$ cat src/rtl/rv32_pkg.sv
`default_nettype none
// +----------------------------------------------------------------------+
// | Module : rv32_pkg                                                    |
// | Shared RV32I opcodes, bubble instruction and BHT counter encodings.  |
// | Rev    : 1.0                                                         |
// +----------------------------------------------------------------------+
package rv32_pkg;

    localparam logic [6:0]  OPC_JAL    = 7'b1101111;
    localparam logic [6:0]  OPC_BRANCH = 7'b1100011;
    localparam logic [6:0]  OPC_JALR   = 7'b1100111;

    localparam logic [31:0] NOP_INSTR  = 32'h0000_0013;

    typedef logic [1:0] bht_ctr_t;

    localparam bht_ctr_t SNT = 2'b00;
    localparam bht_ctr_t WNT = 2'b01;
    localparam bht_ctr_t WT  = 2'b10;
    localparam bht_ctr_t ST  = 2'b11;

endpackage
`default_nettype wire

$ cat src/rtl/inst_fetch_branch_history_table.sv
`default_nettype none
// +----------------------------------------------------------------------+
// | Module : branch_history_table                                        |
// | 2-bit saturating counters, combinational lookup, synchronous update. |
// | Rev    : 1.0                                                         |
// +----------------------------------------------------------------------+
module branch_history_table #(
    parameter int BHT_ENTRIES = 16
) (
    input  logic        clk,
    input  logic        reset,
    input  logic [31:0] rd_pc,
    output logic        rd_taken,
    input  logic        upd,
    input  logic [31:0] upd_pc,
    input  logic        upd_taken
);
    import rv32_pkg::*;

    localparam int IDX_W = $clog2(BHT_ENTRIES);

    bht_ctr_t         ctr [BHT_ENTRIES];
    logic [IDX_W-1:0] rd_idx;
    logic [IDX_W-1:0] upd_idx;
    logic             unused_pc_bits;

    assign rd_idx         = rd_pc[IDX_W+1:2];
    assign upd_idx        = upd_pc[IDX_W+1:2];
    assign unused_pc_bits = ^{rd_pc[31:IDX_W+2], rd_pc[1:0],
                              upd_pc[31:IDX_W+2], upd_pc[1:0]};

    // Lookup returns the pre-update value when read and update hit the same entry.
    assign rd_taken = (ctr[rd_idx] >= WT);

    always_ff @(posedge clk) begin
        if (!reset) begin
            for (int i = 0; i < BHT_ENTRIES; i++) begin
                ctr[i] <= WNT;
            end
        end else if (upd) begin
            if (upd_taken) begin
                if (ctr[upd_idx] != ST) begin
                    ctr[upd_idx] <= ctr[upd_idx] + 2'd1;
                end
            end else if (ctr[upd_idx] != SNT) begin
                ctr[upd_idx] <= ctr[upd_idx] - 2'd1;
            end
        end
    end

endmodule
`default_nettype wire

$ cat src/rtl/inst_fetch.sv
`default_nettype none
// +----------------------------------------------------------------------+
// | Module : inst_fetch                                                  |
// | RV32I IF stage: PC register, static/BHT prediction, IF/ID latch.     |
// | Rev    : 1.0                                                         |
// +----------------------------------------------------------------------+
module inst_fetch #(
    parameter logic [31:0] RESET_PC    = 32'h0000_0000,
    parameter int          BHT_ENTRIES = 16,
    parameter logic [31:0] NOP_INSTR   = rv32_pkg::NOP_INSTR
) (
    input  logic        clk,
    input  logic        reset,
    input  logic        stall,
    input  logic        flush,
    input  logic [31:0] redirect_pc,
    input  logic        br_update,
    input  logic [31:0] br_update_pc,
    input  logic        br_taken,
    output logic [31:0] imem_addr,
    input  logic [31:0] imem_rdata,
    output logic [31:0] PC_out,
    output logic [31:0] instruction_out,
    output logic        predict_out
);
    import rv32_pkg::*;

    logic [31:0] pc;
    logic [6:0]  opcode;
    logic [31:0] j_imm;
    logic [31:0] b_imm;
    logic        is_jal;
    logic        is_branch;
    logic        bht_taken;
    logic        predicted_taken;
    logic [31:0] next_pc;

    assign imem_addr = pc;
    assign opcode    = imem_rdata[6:0];
    assign j_imm     = {{11{imem_rdata[31]}}, imem_rdata[31], imem_rdata[19:12],
                        imem_rdata[20], imem_rdata[30:21], 1'b0};
    assign b_imm     = {{19{imem_rdata[31]}}, imem_rdata[31], imem_rdata[7],
                        imem_rdata[30:25], imem_rdata[11:8], 1'b0};
    assign is_jal    = (opcode == OPC_JAL);
    assign is_branch = (opcode == OPC_BRANCH);

    branch_history_table #(
        .BHT_ENTRIES (BHT_ENTRIES)
    ) u_bht (
        .clk       (clk),
        .reset     (reset),
        .rd_pc     (pc),
        .rd_taken  (bht_taken),
        .upd       (br_update),
        .upd_pc    (br_update_pc),
        .upd_taken (br_taken)
    );

    // JAL is always taken; JALR target is unknown here so it falls through to pc+4.
    assign predicted_taken = is_jal | (is_branch & bht_taken);

    always_comb begin
        next_pc = pc + 32'd4;
        if (is_jal) begin
            next_pc = pc + j_imm;
        end else if (predicted_taken) begin
            next_pc = pc + b_imm;
        end
    end

    always_ff @(posedge clk) begin
        if (!reset) begin
            pc              <= RESET_PC;
            PC_out          <= 32'd0;
            instruction_out <= NOP_INSTR;
            predict_out     <= 1'b0;
        end else if (flush) begin
            pc              <= redirect_pc;
            PC_out          <= 32'd0;
            instruction_out <= NOP_INSTR;
            predict_out     <= 1'b0;
        end else if (!stall) begin
            pc              <= next_pc;
            PC_out          <= pc;
            instruction_out <= imem_rdata;
            predict_out     <= predicted_taken;
        end
    end

endmodule
`default_nettype wire

$ cat config.mk
export PLATFORM = sky130hd
export DESIGN_NAME = inst_fetch
export DESIGN_NICKNAME = d
export VERILOG_FILES = /design/src/rtl/rv32_pkg.sv /design/src/rtl/inst_fetch_branch_history_table.sv /design/src/rtl/inst_fetch.sv
export SDC_FILE = /design/constraint.sdc
export NUM_CORES = 1
export LEC_CHECK = 0
export CAP_MARGIN = 20
export CORE_MARGIN = 2
export CORE_UTILIZATION = 48
export CTS_BUF_LIST = sky130_fd_sc_hd__clkbuf_4 sky130_fd_sc_hd__clkbuf_8
export DETAILED_ROUTE_END_ITERATION = 8
export GPL_TIMING_DRIVEN = 0
export PLACE_DENSITY_LB_ADDON = 0.05
export SETUP_SLACK_MARGIN = 0.02
export SYNTH_ARGS = -nofsm -noshare
export SYNTH_HDL_FRONTEND = slang
export SYNTH_SLANG_ARGS = --single-unit
$ cat constraint.sdc
create_clock -name clk -period 3.8 [get_ports clk]
set_input_delay 1.14 -clock clk [delete_from_list [all_inputs] [get_ports clk]]
set_output_delay 1.14 -clock clk [all_outputs]
set_load 0.02 [all_outputs]
== Word level (Yosys, flattened, before mapping) ==
Memory sizes are Yosys's and may differ from the RTL's. A register that Yosys moved wholly into a read port is not among the register bits.
Cells that the tools add are included.

* Equal/unequal tests: 4
* Mux-type cells: 21
* Multipliers: 0
* Shifts and indexed selects: 0
* $lt $le $gt $ge: 1
* Reduce and logical (&&, ||, !) cells: 3
* Divide/modulo/power cells: 0
* Bitwise logic cells: 4
* Add/subtract/negate cells: 5

{| class="wikitable"
|+ Operators by type and width
! kind !! count
|-
| $mux W32 || 4
|-
| $add A32 B32 Y32 || 2
|-
| $add A32 B3 Y32 const B || 1
|-
| $eq A7 B7 Y1 const B || 2
|-
| $mux W1 || 12
|-
| $mux W4 || 3
|-
| $mux W2 || 2
|-
| $reduce_or A2 Y1 || 2
|-
| $add A2 B1 Y2 const B || 1
|-
| $ge A2 B2 Y1 const B || 1
|-
| $ne A2 B1 Y1 const B || 1
|-
| $ne A2 B2 Y1 const B || 1
|-
| $or A1 B1 Y1 || 2
|-
| $reduce_bool A2 Y1 || 1
|-
| $sub A2 B1 Y2 const B || 1
|-
| $and A1 B1 Y1 || 1
|-
| $not A1 Y1 || 1
|}

* Register bits: 97
* Word-level logic and storage cells: 43
* Bits in latches: 0
* Memories kept: 1
* Bits in read-only memories: 0
* Input port bits: 102
* Bits in writable memories: 32
* Output and inout port bits: 97

{| class="wikitable"
|+ Memories
! name !! depth !! width !! read ports !! clocked after memory_dff !! wr ports !! RTL line !! text
|-
| u_bht.ctr || 16 || 2 || 2 || 1 || 16 || inst_fetch_branch_history_table.sv:22 || <nowiki>bht_ctr_t ctr [BHT_ENTRIES];</nowiki>
|}

== Depth between registers and ports, before layout ==
Gate-level depths: netlist (run 1).
An unclocked memory read counts as a cell.

* Depth after elaboration: 10
* Mapped depth: 12
* Depth with buffers taken out: 12

== By module ==
Synthesis (run 1) repeated with hierarchy kept, for this count alone.

* Cell total of the unflattened synthesis: 1172
* Area total of the unflattened synthesis: 9721.8 um^2

{| class="wikitable"
|+ By module, submodules not included
! module !! cells each !! sequential area each (um^2) !! times used !! area an instance (um^2)
|-
| inst_fetch || 1005 || 1941.9 || 1 || 7708.6
|-
| branch_history_table || 167 || 960.9 || 1 || 2013.2
|}

== Worst setup path before layout (run 1) ==
OpenSTA, ideal clock, no wires.

* Path type: input to register
* From: input imem_rdata[31]
* To: register pc[31] (netlist: imem_addr[31])
* Setup time: 124 ps
* Buffers on the path: 1
* Data arrival time: 3714 ps
* Data required time: 3676 ps
* Stages on the path: 11
* Slack: -38 ps
* Cell sequence: ha_1 -> buf_2 -> o21ai_1 -> o21bai_2 -> a211oi_2 -> o31ai_1 -> mux2_1 -> or4b_1 -> mux2_1 -> a211oi_2 -> a211oi_1

* Cells in the longest elaborated chain, start to end: 5
* Elaborated cells between the ends (all ways): 6
* Those cells by class: add/sub (2); mux (4)

{| class="wikitable"
|+ RTL lines
! what !! RTL line !! text
|-
| from (decl) || inst_fetch.sv:21 || <nowiki>input logic [31:0] imem_rdata,</nowiki>
|-
| $add A32 B32 Y32 || inst_fetch.sv:67 || <nowiki>next_pc = pc + b_imm;</nowiki>
|-
| $mux W32 || inst_fetch.sv:66 || <nowiki>end else if (predicted_taken) begin</nowiki>
|-
| $mux W32 * || inst_fetch.sv:64 || <nowiki>if (is_jal) begin</nowiki>
|-
| $mux W32 * || inst_fetch.sv:82 || <nowiki>end else if (!stall) begin</nowiki>
|-
| $mux W32 * || inst_fetch.sv:77 || <nowiki>end else if (flush) begin</nowiki>
|-
| to (signal assigned) || inst_fetch.sv:78 || <nowiki>pc <= redirect_pc;</nowiki>
|-
| to (signal assigned) || inst_fetch.sv:83 || <nowiki>pc <= next_pc;</nowiki>
|-
| to (decl) || inst_fetch.sv:28 || <nowiki>logic [31:0] pc;</nowiki>
|}

Mark *: on every way between the ends. The rest lies on a longest branch, timed or not. The select of a mux whose other input is x is not followed.
A chain may end at the register's enable or synchronous reset.

== Worst setup path in the final report (run 1) ==
* From: input imem_rdata[25]
* To: register pc[31] (netlist: imem_addr[31])

The elaborated chain is that of the path after synthesis.

==> results.md, run 1 <==
* Outcome: finished with violations
* Failing checks: negative setup slack
* Synth Flop Type: dfxtp_1
* Cell Area, Synth at 9100 um^2
* H-tree levels at 4
* Commonest non-fill, non-tap cell in the layout: clkdlybuf4s50_1
* Initial DRC count at 910
* Row Count at 50
* Crit. End Element: register
* Distinct cell type count after synthesis at 75
* CTS tree: built
* Area growth syn-to-layout at 30.6%
* Layout cells sized above 1 at 0.109
* Post-layout util at 0.638
* Post-synthesis cell count at 1075
* GRT Total Usage at 0.326
* Core Box Area at 18600 um^2
* First-pass GRT wire length at 50400 um
* Worst vdd ir at 229 uV
* Fraction of registers with async set/reset at 0
* Unrepaired setup endpoints after global routing: true
* Reg clk slew, reported paths at 0.09 ns
* Initial core utilization at 0.488
* Post-synth EDFFs at 32
* Fin crit share at 1.00
* Vias per cell at 6.23
* Leak at 0.00454 uW
* Placer Congestion at 0.967
* Router iterations before antenna repair at 6
* Final Hold Vio Count at 0
* Pre-CTS setup slack at -1.43 ns
* Max Cap Viol at 0
* Skew final at 0.0129 ns
* Hold Startpoint: PC_out[31]$_SDFFE_PP0N_
* Clk buf depth at 2
* Worst setup SP type: primary input
* DR DRC count at 0
* Detailed-route via count at 9487
* Crit Path Class: primary input to register
* Required @ worst endpoint at 4.15 ns
* Final worst slack at -0.0166 ns
* Most frequent cells in the layout: 159 x clkdlybuf4s50_1, 141 x nor2_1, 101 x dfxtp_1
* R2r setup slk at 0.32 ns
* Clk_lat worst skew at 0.46 ns
* Root buffer cell: clkbuf_8
* Post-route setup TNS at -0.0166 ns
* Relative slew slack at 0.318
* Critical path arrival at 4.17 ns
* Antenna violations before repair at 1
* DP HPWL at 24300 um
* Number of global-route vias before repair at 8943
* Largest net degree at the start of global routing at 21
* Final Setup Violations at 1
* Die W at 142 um
* Synth warn at 0
* Post-synthesis area per instance at 8.47 um^2
* RR Startpoint: imem_addr[2]$_SDFFE_PN0N_
* Crit path time final at 3.82 ns
* Final worst hold slack at 0.475 ns
* Post-synthesis sequential area ratio at 0.328
* CTS Hold Bufs at 0
* # nets final at 1422
* Clock sink total at 133
* FF+latch count, synth at 133
* Total CTS buffers at 17
* Chip height at 142 um
* Worst-path maximum fanout at 8
* Die ar. at 20100 um^2
* PortBufs at 166
* Total Power Consumption at 4020 uW
* Slew Limit Fails at 0
* Post-Route WL at 33100 um
* I/O pins at 199
* Critical path startpoint: imem_rdata[25]
* ANT nets after route at 0
* Hold Path Class: register to register
* Overflow after GRT at 0
* Avg WL per Cell at 21.8 um
* Slew @ Worst Pin at 1.02 ns
* F_max at 262 MHz
* Power density over the cells at 338 nW/um^2
* Syn Nets at 1223
-- cells in the mapped netlist (13+ instances only) --
library cell / instances / area [um^2]
ha_1: 44 / 551
edfxtp_1: 32 / 961
o21ai_1: 24 / 120
nor3_1: 25 / 125
o21ai_0: 61 / 305
clkbuf_1: 46 / 173
nor2_1: 141 / 529
a21o_1: 17 / 128
nand3_1: 27 / 135
mux2i_1: 72 / 721
xor2_1: 20 / 175
nand2_1: 84 / 315
nand2b_1: 16 / 100
a31oi_1: 13 / 81.3
inv_1: 24 / 90.1
mux4_2: 14 / 315
nand4_1: 16 / 100
and3_1: 14 / 87.6
dfxtp_1: 101 / 2020
xnor2_1: 26 / 228
a21oi_1: 71 / 355
-- critical path, cell delays in order --
cell and delay [ns]:
clkdlybuf4s50_1 0.49, ha_4 0.36, o211a_1 0.15, o31a_1 0.25, nor3_4 0.08, o211ai_1 0.31, a2111oi_1 0.16, or4b_4 0.60
mux2_4 0.33, a211oi_2 0.21, a211oi_2 0.09
-- logic make-up after synthesis --
group                      Yosys count  synth area share
AOI/OAI and AO/OA                  308             0.223
DFF                                133             0.328
buffers and inverters               87            0.0374
muxes                               88             0.116
adders and majority gates           46            0.0649
xor gates and xnor gates            46            0.0442
and+or+nand+nor                    367             0.187
-- layer usage --
metal / vias up / part of all wire / GRT usage
met3: 94 / 0.092 / 0.0658
met1: 4470 / 0.41 / 0.427
met2: 512 / 0.47 / 0.536
li1: 4411 / - / -
met5: - / 0 / 0
met4: 0 / 0.032 / 0.115
-- registers in the layout, summed over array words and instances (netlist names), named ones only --
| name | count |
|---|---|
| predict_out | 1 |
| PC_out | 32 |
| imem_addr | 32 |
| instruction_out | 32 |
| u_bht.ctr | 32 |
-- timing repair --
action,in CTS,in global routing
gates resized for setup,51,41
buffers inserted,9,8
gates cloned,0,0
endpoints found under the setup margin,80,12
pin swaps,13,17
-- cell type report --
cell class / count / area (um^2)
Buffer: 59 / 264
Timing Repair Buffer: 183 / 1790
Fill cell: 1682 / 6750
Antenna cell: 1 / 2.50
Clock inverter: 13 / 149
Inverter: 25 / 93.8
Sequential cell: 133 / 2980
Multi-Input combinational cell: 855 / 6070
Clock buffer: 19 / 249
Tap cell: 234 / 293
-- stage by stage --
stage | std cells | cell area (um^2)
finish | 1522 | 11900
global route | 1522 | 11900
CTS | 1514 | 11700
detailed placement | 1475 | 11100
global placement | 1475 | 11100
floorplan | 1075 | 9110
-- path summary, 6_finish.rpt --
check                                to  cells past startpoint
max          imem_addr[31]$_SDFFE_PN0N_                     11
min             PC_out[31]$_SDFFE_PP0N_                      2
max reg2reg  imem_addr[31]$_SDFFE_PN0N_                     11
min reg2reg     PC_out[31]$_SDFFE_PP0N_                      2
-- report_power, final --
part	internal [uW]	switching, uW	leakage [uW]
registers	1500	92.3	0.00111
logic	504	660	0.00324
clock network	607	651	0.000199
No activity file was read; power rests on OpenSTA's default activity.
==> run 2, diff against run 1 <==
CORE_UTILIZATION = 36   (was 48)
SYNTH_HIERARCHICAL = 1   (was unset)
==> run 2 against run 1 <==
The run now ends clean. Largest cell class unchanged. Utilization decreased by 17 points. Sequential share of layout area decreased by 2.0 points. Critical path type is now register to register. Worst setup slack improved by 0.071 ns. Flip-flop and latch count decreased by 4. Critical endpoint is now imem_addr[5]$_SDFFE_PN0N_. First-iteration DRC count increased by 22%.
==> results.md, run 2 <==
* DP HPWL at 31100 um (was 24300 um)
* Required @ worst endpoint at 4.15 ns (about the same)
* Worst-path maximum fanout at 13 (was 8)
* Placer Congestion at 0.943 (was 0.967)
* Unrepaired setup endpoints after global routing: false (was true)
* Area growth syn-to-layout at 29.7% (was 30.6%)
* Post-synthesis sequential area ratio at 0.299 (was 0.328)
* Crit Path Class: register to register (was primary input to register)
* Crit. End Element: register (unchanged)
* Total CTS buffers at 17 (unchanged)
* F_max at 267 MHz (was 262 MHz)
* Fraction of registers with async set/reset at 0 (unchanged)
* DP Area at 11800 um^2 (was 11100 um^2)
* Root buffer cell: clkbuf_8 (unchanged)
* Detailed-route via count at 10412 (was 9487)
* CTS Hold Bufs at 0 (unchanged)
* Non-filler instance count after layout at 1724 (was 1522)
* Slew Limit Fails at 0 (unchanged)
* Worst vdd ir at 193 uV (was 229 uV)
* FF+latch count, synth at 129 (was 133)
* Top-count cell post-synth: nor2_1 (unchanged)
* GRT Total Usage at 0.291 (was 0.326)
* Initial DRC count at 1111 (was 910)
* Post-synthesis cell count at 1172 (was 1075)
* P_sw at 1580 uW (was 1400 uW)
* Synth Flop Type: dfxtp_1 (unchanged)
* Die ar. at 28300 um^2 (was 20100 um^2)
* Power density over the cells at 330 nW/um^2 (was 338 nW/um^2)
* Pre-CTS setup slack at -1.24 ns (was -1.43 ns)
* Fin crit share at 0.986 (was 1.00)
* ANT nets after route at 0 (unchanged)
* Hold Path Class: register to register (unchanged)
* Post-Route WL at 41700 um (was 33100 um)
* Distinct cell type count after synthesis at 79 (was 75)
* Sequential Power Share at 0.375 (was 0.397)
* Reg clk slew, reported paths at 0.09 ns (about the same)
* I/O pins at 199 (unchanged)
* Final worst hold slack at 0.489 ns (was 0.475 ns)
* H-tree levels at 4 (unchanged)
* Worst setup SP type: register (was primary input)
* Post-route cell area at 12600 um^2 (was 11900 um^2)
* Clk network pwr share at 0.328 (was 0.313)
* Critical path arrival at 4.09 ns (was 4.17 ns)
* Clk buf depth at 2 (unchanged)
* Vias per cell at 6.04 (was 6.23)
* Top cells by area, synth: dfxtp_1 20%, edfxtp_1 9.9%, mux2i_1 7.6% (was dfxtp_1 22%, edfxtp_1 11%, mux2i_1 7.9%)
* Post-synth EDFFs at 32 (unchanged)
* Cell Area, Synth at 9720 um^2 (was 9100 um^2)
* Core Box Area at 26700 um^2 (was 18600 um^2)
* Largest net degree at the start of global routing at 17 (was 21)
* Clk_lat worst skew at 0.48 ns (was 0.46 ns)
* Post-layout util at 0.472 (was 0.638)
* Slew @ Worst Pin at 1.15 ns (was 1.02 ns)
* Final worst slack at 0.0547 ns (was -0.0166 ns)
* Router iterations before antenna repair at 6 (unchanged)
* Crit path time final at 3.75 ns (was 3.82 ns)
* Top cells by count, synth: 124 x nor2_1, 99 x nand2_1, 97 x dfxtp_1, 74 x mux2i_1, 73 x a21oi_1 (was 141 x nor2_1, 101 x dfxtp_1, 84 x nand2_1, 72 x mux2i_1, 71 x a21oi_1)
* Logic pwr share at 0.297 (was 0.290)
* Cells after DPL at 1681 (was 1475)
* Avg WL per Cell at 24.2 um (was 21.8 um)
* Syn Nets at 1320 (was 1223)
* Layout cells sized above 1 at 0.103 (was 0.109)
* DR DRC count at 0 (unchanged)
* Die W at 168 um (was 142 um)
* # nets final at 1517 (was 1422)
* Chip height at 168 um (was 142 um)
* Post-synthesis area per instance at 8.30 um^2 (was 8.47 um^2)
* Synth warn at 6 (was 0)
* Overflow after GRT at 0 (unchanged)
* First-pass GRT wire length at 62200 um (was 50400 um)
* Synth top area share at 0.200 (was 0.222)
* PortBufs at 166 (unchanged)
* Number of global-route vias before repair at 10049 (was 8943)
* Row Count at 60 (was 50)
* Skew final at 0.0176 ns (was 0.0129 ns)
* Net Sw Frac at 0.380 (was 0.349)
* Most frequent cells in the layout: 165 x clkdlybuf4s50_1, 122 x nor2_1, 98 x nand2_1 (was 159 x clkdlybuf4s50_1, 141 x nor2_1, 101 x dfxtp_1)
* Final Hold Vio Count at 0 (unchanged)
* Commonest non-fill, non-tap cell in the layout: clkdlybuf4s50_1 (unchanged)
* Relative slew slack at 0.224 (was 0.318)
* Internal power at 2580 uW (was 2610 uW)
* Cell taking the most area after synthesis: dfxtp_1 (unchanged)
* Antenna violations before repair at 1 (unchanged)
* Outcome: completed (was finished with violations)
* CTS tree: built (unchanged)
* Clock sink total at 129 (was 133)
* Leak at 0.00474 uW (was 0.00454 uW)
* Max Cap Viol at 0 (unchanged)
* Initial core utilization at 0.364 (was 0.488)
* Final Setup Violations at 0 (was 1)
* Filler cells at 2672 (was 1682)
run 2: kinds of logic (layout without fill, tap and decap cells):
kind of cell / count (synthesis) / count (layout) / share of synthesized area
multiplexers: 96 / 96 / 0.122
adder cells (fa/ha/maj): 46 / 46 / 0.0607
flip-flops: 129 / 129 / 0.299
buffers and inverters: 99 / 309 / 0.0404
XOR/XNOR: 48 / 48 / 0.0432
other: 0 / 1 / 0
AND/OR/NAND/NOR: 438 / 438 / 0.218
AO/OA/AOI/OAI: 316 / 316 / 0.217
run 2: power groups by stage:
stage | logic [uW] | registers (uW) | clock network, uW
finish | 1240 | 1560 | 1360
detailed placement | 1150 | 1590 | 0
global route | 1330 | 1570 | 1440
CTS | 1190 | 1560 | 1380
global placement | 1150 | 1590 | 0
floorplan | 678 | 1600 | 0
run 2: worst paths after layout:
kind | from | endpoint | slack, ns | cells after the start
worst max-delay path | imem_addr[2]$_SDFFE_PN0N_ | imem_addr[5]$_SDFFE_PN0N_ | 0.05 | 11
worst min register to register | instruction_out[0]$_SDFFE_PP1N_ | instruction_out[0]$_SDFFE_PP1N_ | 0.49 | 2
worst min-delay path | instruction_out[0]$_SDFFE_PP1N_ | instruction_out[0]$_SDFFE_PP1N_ | 0.49 | 2
worst max register to register | imem_addr[2]$_SDFFE_PN0N_ | imem_addr[5]$_SDFFE_PN0N_ | 0.05 | 11
run 2: critical path, cell delays in order, from the launching register on:
cell	delay (ns)
dfxtp_4	0.52
mux4_2	0.55
mux4_2	0.48
nor3b_1	0.16
o211a_1	0.20
clkbuf_1	0.26
nand2_2	0.24
clkbuf_4	0.32
buf_4	0.28
o22ai_1	0.12
o21ai_0	0.37
a21oi_1	0.11
run 2: area by class of cell:
type                            instances  area [um^2]  share of cell area
Tap cell                              341          427              0.0338
Buffer                                 74          323              0.0256
Antenna cell                            1         2.50            0.000198
Clock buffer                           17          234              0.0186
Timing Repair Buffer                  180         1780               0.141
Sequential cell                       129         2910               0.231
Inverter                               23         86.3             0.00685
Multi-Input combinational cell        944         6660               0.528
Clock inverter                         15          189              0.0150
run 2: metal layers:
| metal | global-route usage | vias up | share of wire |
|---|---|---|---|
| met5 | 0 | - | 0 |
| met4 | 0.110 | 0 | 0.035 |
| met3 | 0.0522 | 79 | 0.077 |
| met2 | 0.461 | 504 | 0.45 |
| met1 | 0.395 | 5023 | 0.44 |
| li1 | - | 4806 | - |
run 2: per-stage QoR:
stage / power [uW] / TNS, ns
3_3_place_gp: 2740 / -31.21
3_5_place_dp: 2740 / -23.63
5_1_grt: 4340 / 0
2_1_floorplan: 2270 / 0
6_report: 4160 / 0
4_1_cts: 4130 / 0
run 2: repair_timing:
| item | CTS | global route |
|---|---|---|
| endpoints found under the hold margin | 0 | 0 |
| gates resized for setup | 39 | 33 |
| setup endpoints to repair | 32 | 19 |
| pin swaps | 9 | 13 |
| setup buffers | 4 | 8 |
